## src/rtl/conv_pkg.sv

```systemverilog
// Shared constants and helpers for the BCD/binary converters in the conv library.
package conv_pkg;

  localparam int BCD_DIGIT_BITS    = 4;
  localparam int BCD_MAX_DIGIT     = 9;
  localparam int REV_DABBLE_THRESH = 8;
  localparam int REV_DABBLE_CORR   = 3;

  function automatic logic bcd_digit_valid(input logic [BCD_DIGIT_BITS-1:0] digit);
    return digit <= BCD_DIGIT_BITS'(BCD_MAX_DIGIT);
  endfunction

endpackage

```

## src/rtl/bcd_to_bin.sv

```systemverilog
// Sequential BCD-to-binary converter (reverse double dabble: shift right, then -3 on digits >= 8).
// Validates every digit first; a nonzero BCD residue after the last shift flags overflow.
module bcd_to_bin
  import conv_pkg::*;
#(
  parameter int IN_BITS  = 3*4,
  parameter int OUT_BITS = 8
) (
  input  logic                in_clk,
  input  logic                in_rst,
  input  logic                in_start,
  input  logic [IN_BITS-1:0]  in_bcd,
  output logic [OUT_BITS-1:0] out_num,
  output logic                out_error,
  output logic                out_finished
);

  localparam int NUM_BCD_DIGITS = IN_BITS / BCD_DIGIT_BITS;
  localparam int BIT_W = (OUT_BITS > 1) ? $clog2(OUT_BITS) : 1;
  localparam int DIG_W = (NUM_BCD_DIGITS > 1) ? $clog2(NUM_BCD_DIGITS) : 1;
  localparam logic [BIT_W-1:0] BIT_LAST = BIT_W'(OUT_BITS - 1);
  localparam logic [DIG_W-1:0] DIG_LAST = DIG_W'(NUM_BCD_DIGITS - 1);

  typedef enum logic [2:0] {Idle, Check, Shift, Sub, NextIndex, Final} t_state;

  t_state                    state;
  logic [IN_BITS-1:0]        bcd;
  logic [OUT_BITS-1:0]       bin;
  logic [BIT_W-1:0]          bit_idx;
  logic [DIG_W-1:0]          dig_idx;
  logic [BCD_DIGIT_BITS-1:0] digit;

  // Both Check and Sub walk the same digit index, so one mux serves them.
  assign digit        = bcd[dig_idx*BCD_DIGIT_BITS +: BCD_DIGIT_BITS];
  assign out_finished = (state == Idle);

  always_ff @(posedge in_clk) begin
    if (in_rst) begin
      state     <= Idle;
      out_num   <= '0;
      out_error <= 1'b0;
      bcd       <= '0;
      bin       <= '0;
      bit_idx   <= BIT_LAST;
      dig_idx   <= DIG_LAST;
    end else begin
      case (state)
        Idle: begin
          if (in_start) begin
            bcd       <= in_bcd;
            bin       <= '0;
            bit_idx   <= BIT_LAST;
            dig_idx   <= DIG_LAST;
            out_error <= 1'b0;
            state     <= Check;
          end
        end
        Check: begin
          if (!bcd_digit_valid(digit)) begin
            out_error <= 1'b1;
            out_num   <= '0;
            state     <= Idle;
          end else if (dig_idx == '0) begin
            dig_idx <= DIG_LAST;
            state   <= Shift;
          end else begin
            dig_idx <= dig_idx - DIG_W'(1);
          end
        end
        Shift: begin
          {bcd, bin} <= {1'b0, bcd, bin[OUT_BITS-1:1]};
          state      <= (bit_idx != '0) ? Sub : Final;
        end
        Sub: begin
          if (digit >= BCD_DIGIT_BITS'(REV_DABBLE_THRESH))
            bcd[dig_idx*BCD_DIGIT_BITS +: BCD_DIGIT_BITS] <= digit - BCD_DIGIT_BITS'(REV_DABBLE_CORR);
          if (dig_idx == '0) begin
            dig_idx <= DIG_LAST;
            state   <= NextIndex;
          end else begin
            dig_idx <= dig_idx - DIG_W'(1);
          end
        end
        NextIndex: begin
          bit_idx <= bit_idx - BIT_W'(1);
          state   <= Shift;
        end
        Final: begin
          // Whatever is left in the BCD register is the part of the value above 2^OUT_BITS.
          out_num   <= bin;
          out_error <= (bcd != '0);
          state     <= Idle;
        end
        default: state <= Idle;
      endcase
    end
  end

endmodule

```

## config.mk

```make
export PLATFORM = sky130hd
export DESIGN_NAME = bcd_to_bin
export DESIGN_NICKNAME = d
export VERILOG_FILES = /design/src/rtl/conv_pkg.sv /design/src/rtl/bcd_to_bin.sv
export SDC_FILE = /design/constraint.sdc
export NUM_CORES = 1
export LEC_CHECK = 0
export BUFFER_PORTS_ARGS = -buffer_cell sky130_fd_sc_hd__buf_2
export CAP_MARGIN = 20
export CORE_ASPECT_RATIO = 0.7
export CORE_MARGIN = 2
export CORE_UTILIZATION = 52
export DETAILED_ROUTE_END_ITERATION = 8
export PLACE_DENSITY_LB_ADDON = 0.08
export SKIP_LAST_GASP = 1
export SLEW_MARGIN = 10
export SYNTH_ARGS = -nofsm -noshare
export SYNTH_HDL_FRONTEND = slang
export SYNTH_SLANG_ARGS = --single-unit
```

## constraint.sdc

```tcl
create_clock -name in_clk -period 2.15 [get_ports in_clk]
set_input_delay 0.1075 -clock in_clk [delete_from_list [all_inputs] [get_ports in_clk]]
set_output_delay 0.1075 -clock in_clk [all_outputs]
set_load 0.1 [all_outputs]
```

==> out/results.tsv <==
metric	value	unit
status	finished, final reports clean	
die_area	4830	µm²
post-route-worst-setup-slack	0.0968	ns
synth.lib_cells_used.distinct	61	
critical_path.cell_chain	mux2i_1, o2bb2ai_4, ha_1, o221ai_4, a21o_1, a31oi_4, a22o_1	
synth_flop_cell	sky130_fd_sc_hd__dfxtp_1	
detail_route_antenna_nets	0	
gpl.final_weighted_congestion	0.949	
cts.reportedPaths.clkPinSlew	0.08	ns
finClkSkew	0.00976	ns
syn_to_layout_area_delta	20.8	%
muxShareOfSynthArea	0.0432	
path_max_fanout	8	
finish.net_count	313	
finish.cell_count_without_fillers	341	
drive_gt1_frac	0.270	
die_y	58.8	µm
clock.fmax	0.487	GHz
drt-vias-per-instance	5.96	
count_of_pins_over_their_slew_limit	0	
final_core_util	0.670	
synth-adder-area-share	0.0561	
antenna_violations_before_repair	0	
crit_path_top_delay_cell	sky130_fd_sc_hd__dfxtp_2	
global_route.usage.met3	0.0675	
setup_viol_count_final	0	
drt_first_iter_violations	152	
yosys-top-cells-area	sky130_fd_sc_hd__dfxtp_1 (33%), sky130_fd_sc_hd__ha_1 (5.6%), sky130_fd_sc_hd__nor2_1 (4.7%), sky130_fd_sc_hd__a22oi_1 (4.4%), sky130_fd_sc_hd__a22o_1 (3.9%)	
hold_path.class	primary input to register	
dp_worst_setup_slack	0.0121	ns
power.clock.fraction	0.330	
worstSkewPairLatency	0.30	ns
hpwlAfterDp	4450	µm
path_buf_inv	0	
worstMarginPinSlew	0.520	ns
report.power.total	2.20	mW
critPathKind	register to register	
tritoncts	yes	
cell_count_after_placement	329	
grt_remaining_overflow	0	
power.net_switching	0.735	mW
max_cap_violations	0	
max_stage_delay	0.39	ns
pwr-share-comb	0.300	
syn_area_per_cell	8.91	µm²
dr_total_vias	2032	
grt_usage	0.264	
yosys.area.top_type_share	0.332	
layout_worst_path_cycle_share	0.955	
cts_hold_fix_bufs	0	
num_io_pins	25	
gr-usage-met1	0.407	
post_drt_wl_per_cell	17.5	µm
xor_xnor_fraction_of_synth_area	0.00786	
power.leakage	1.15	nW
port_buffers	24	
synth_nets	275	
synth_top_cell_by_area	sky130_fd_sc_hd__dfxtp_1	
grtUsageMet2	0.368	
syn-cell-area	2230	µm²
timing.critical_path.from_type	register	
ir_drop	0.000520	V
synth-seq-cells	37	
first_global_vias	1735	
num_rows	19	
cell_internal_pwr	1.46	mW
grt_start_max_net_pins	23	
timing.final.hold_violations	0	
synth_compound_area_frac	0.303	
cts-buffers-inserted	5	
timing.critical_path.required	2.34	ns
firstDrtPassIters	5	
synth_enable_flop_cells	0	
postSynth.asyncResetShare	0	
critical_path.top_delay_family	compound AO/OA/AOI/OAI gates	
die_w	82.2	µm
power_switching_share	0.335	
power_density_over_cell_area	816	nW/µm²
r2r_setup_slack	0.1	ns
initial_core_util	0.555	
grt_pass1_wl	9280	µm
synth-seq-area-share	0.332	
synth_top_family_by_area	compound AO/OA/AOI/OAI gates	
seq_power_share	0.370	
ctsHtreeMaxLevel	2	
num_antenna_cells	0	
worst_rel_slew_slack	0.651	
gr-max-usage-layer	met1	
drcViolationCount	0	
finalWorstPathRequiredPeriod	2.05	ns
postRouteWirelength	5960	µm
clock-root-buffer	sky130_fd_sc_hd__clkbuf_8	
synthesis.yosys.warnings	0	
clkSinkCount	37	
synth_cells	250	
core_area	4020	µm²
critical_path.endpoint_type	register	
synthSimpleGateAreaFrac	0.196	
arr_time_crit_path	2.24	ns
clk_path_buf_depth	2	
flip-flops by register name, indices dropped and copies added (netlist names):
signal	flops
state	3
out_num	8
bin	8
bit_idx	3
out_error	1
dig_idx	2
bcd	12
placed cells by master (no fill, tap or decap), types with 3 or more instances in the layout:
cell type	synthesis	final
sky130_fd_sc_hd__a21oi_1	15	15
sky130_fd_sc_hd__a22o_1	10	10
sky130_fd_sc_hd__a22oi_1	13	13
sky130_fd_sc_hd__a311oi_1	3	3
sky130_fd_sc_hd__buf_2	4	24
sky130_fd_sc_hd__buf_4	2	22
sky130_fd_sc_hd__clkbuf_8	0	5
sky130_fd_sc_hd__dfxtp_1	37	36
sky130_fd_sc_hd__ha_1	10	9
sky130_fd_sc_hd__inv_1	14	13
sky130_fd_sc_hd__mux2i_1	6	6
sky130_fd_sc_hd__nand2_1	15	15
sky130_fd_sc_hd__nand2b_1	6	6
sky130_fd_sc_hd__nand3_1	3	3
sky130_fd_sc_hd__nor2_1	28	28
sky130_fd_sc_hd__nor3_1	4	3
sky130_fd_sc_hd__nor3b_1	4	4
sky130_fd_sc_hd__nor4bb_1	3	3
sky130_fd_sc_hd__o21ai_0	10	10
sky130_fd_sc_hd__o21ai_1	4	4
sky130_fd_sc_hd__o2bb2ai_4	1	3
sky130_fd_sc_hd__or3_1	3	3
final cells by class:
type | count | area [µm²]
multi-input combinational | 184 | 1410
fill | 347 | 1330
sequential | 37 | 742
timing repair buffer | 46 | 285
clock buffer | 5 | 68.8
clock inverter | 3 | 65.1
tap | 52 | 65.1
inverter | 14 | 52.6
cells by family after synthesis:
| group | after synthesis |
|---|---|
| buffers and inverters | 29 |
| muxes | 8 |
| AOI/OAI and AO/OA | 83 |
| xor gates and xnor gates | 2 |
| DFF | 37 |
| adders and majority gates | 10 |
| and+or+nand+nor | 81 |
worst paths after layout:
kind	from	endpoint	cells after the start
worst min-delay path	in_bcd[10]	bcd[10]	3
worst min register to register	out_num[7]	out_num[7]	1
worst max register to register	dig_idx[1]	out_num[6]	7
worst max-delay path	dig_idx[1]	out_num[6]	7
cells in the mapped netlist (2+ instances only):
cell type                  count
sky130_fd_sc_hd__nor4_1        2
sky130_fd_sc_hd__ha_1         10
sky130_fd_sc_hd__buf_4         2
sky130_fd_sc_hd__inv_1        14
sky130_fd_sc_hd__nor3b_1       4
sky130_fd_sc_hd__or3_1         3
sky130_fd_sc_hd__clkbuf_1      5
sky130_fd_sc_hd__a21oi_1      15
sky130_fd_sc_hd__buf_6         2
sky130_fd_sc_hd__a22o_1       10
sky130_fd_sc_hd__nand2_1      15
sky130_fd_sc_hd__xnor2_1       2
sky130_fd_sc_hd__nand4_1       2
sky130_fd_sc_hd__a21oi_2       2
sky130_fd_sc_hd__nor4bb_1      3
sky130_fd_sc_hd__o21a_1        2
sky130_fd_sc_hd__dfxtp_1      37
sky130_fd_sc_hd__nand3_1       3
sky130_fd_sc_hd__a221oi_1      2
sky130_fd_sc_hd__buf_1         2
sky130_fd_sc_hd__and2_1        2
sky130_fd_sc_hd__nand3b_1      2
sky130_fd_sc_hd__o21ai_0      10
sky130_fd_sc_hd__a311oi_1      3
sky130_fd_sc_hd__a22oi_1      13
sky130_fd_sc_hd__o21ai_1       4
sky130_fd_sc_hd__mux2i_1       6
sky130_fd_sc_hd__buf_2         4
sky130_fd_sc_hd__nor3_1        4
sky130_fd_sc_hd__nor2_1       28
sky130_fd_sc_hd__nand2b_1      6
sky130_fd_sc_hd__o221ai_1      2
metal layers:
metal  routed length, µm  up-vias  share of wire
met4                  71        0          0.012
li1                    -     1002              -
met5                   0        -              0
met1                2980      937           0.50
met3                 506        7          0.085
met2                2410       86           0.40
worst reg2reg max path: stages, from the launching register on:
cell	delay [ns]
sky130_fd_sc_hd__dfxtp_2	0.39
sky130_fd_sc_hd__mux2i_1	0.33
sky130_fd_sc_hd__o2bb2ai_4	0.12
sky130_fd_sc_hd__ha_1	0.22
sky130_fd_sc_hd__o221ai_4	0.25
sky130_fd_sc_hd__a21o_1	0.22
sky130_fd_sc_hd__a31oi_4	0.16
sky130_fd_sc_hd__a22o_1	0.26
power by group through the flow:
stage	Combinational [mW]	Clock, mW	Sequential, mW
3_5_place_dp	0.624	0	0.825
5_1_grt	0.713	0.758	0.818
4_1_cts	0.626	0.739	0.809
2_1_floorplan	0.480	0	0.787
6_report	0.659	0.725	0.813
3_3_place_gp	0.618	0	0.824
per-stage QoR:
step	hold slack [ns]	cell area (µm²)	TNS, ns
floorplan	0.270	2270	0
global placement	0.389	2510	0
detailed placement	0.399	2510	0
CTS	0.0804	2640	0
global route	0.115	2690	-0.00479
finish	0.0795	2690	0
repair_timing:
action	4_1_cts	5_1_grt
endpoints found under the setup margin	0	18
setup buffers	0	4
gates resized for setup	0	3
Note: power is estimated with default switching activity, not from simulation.
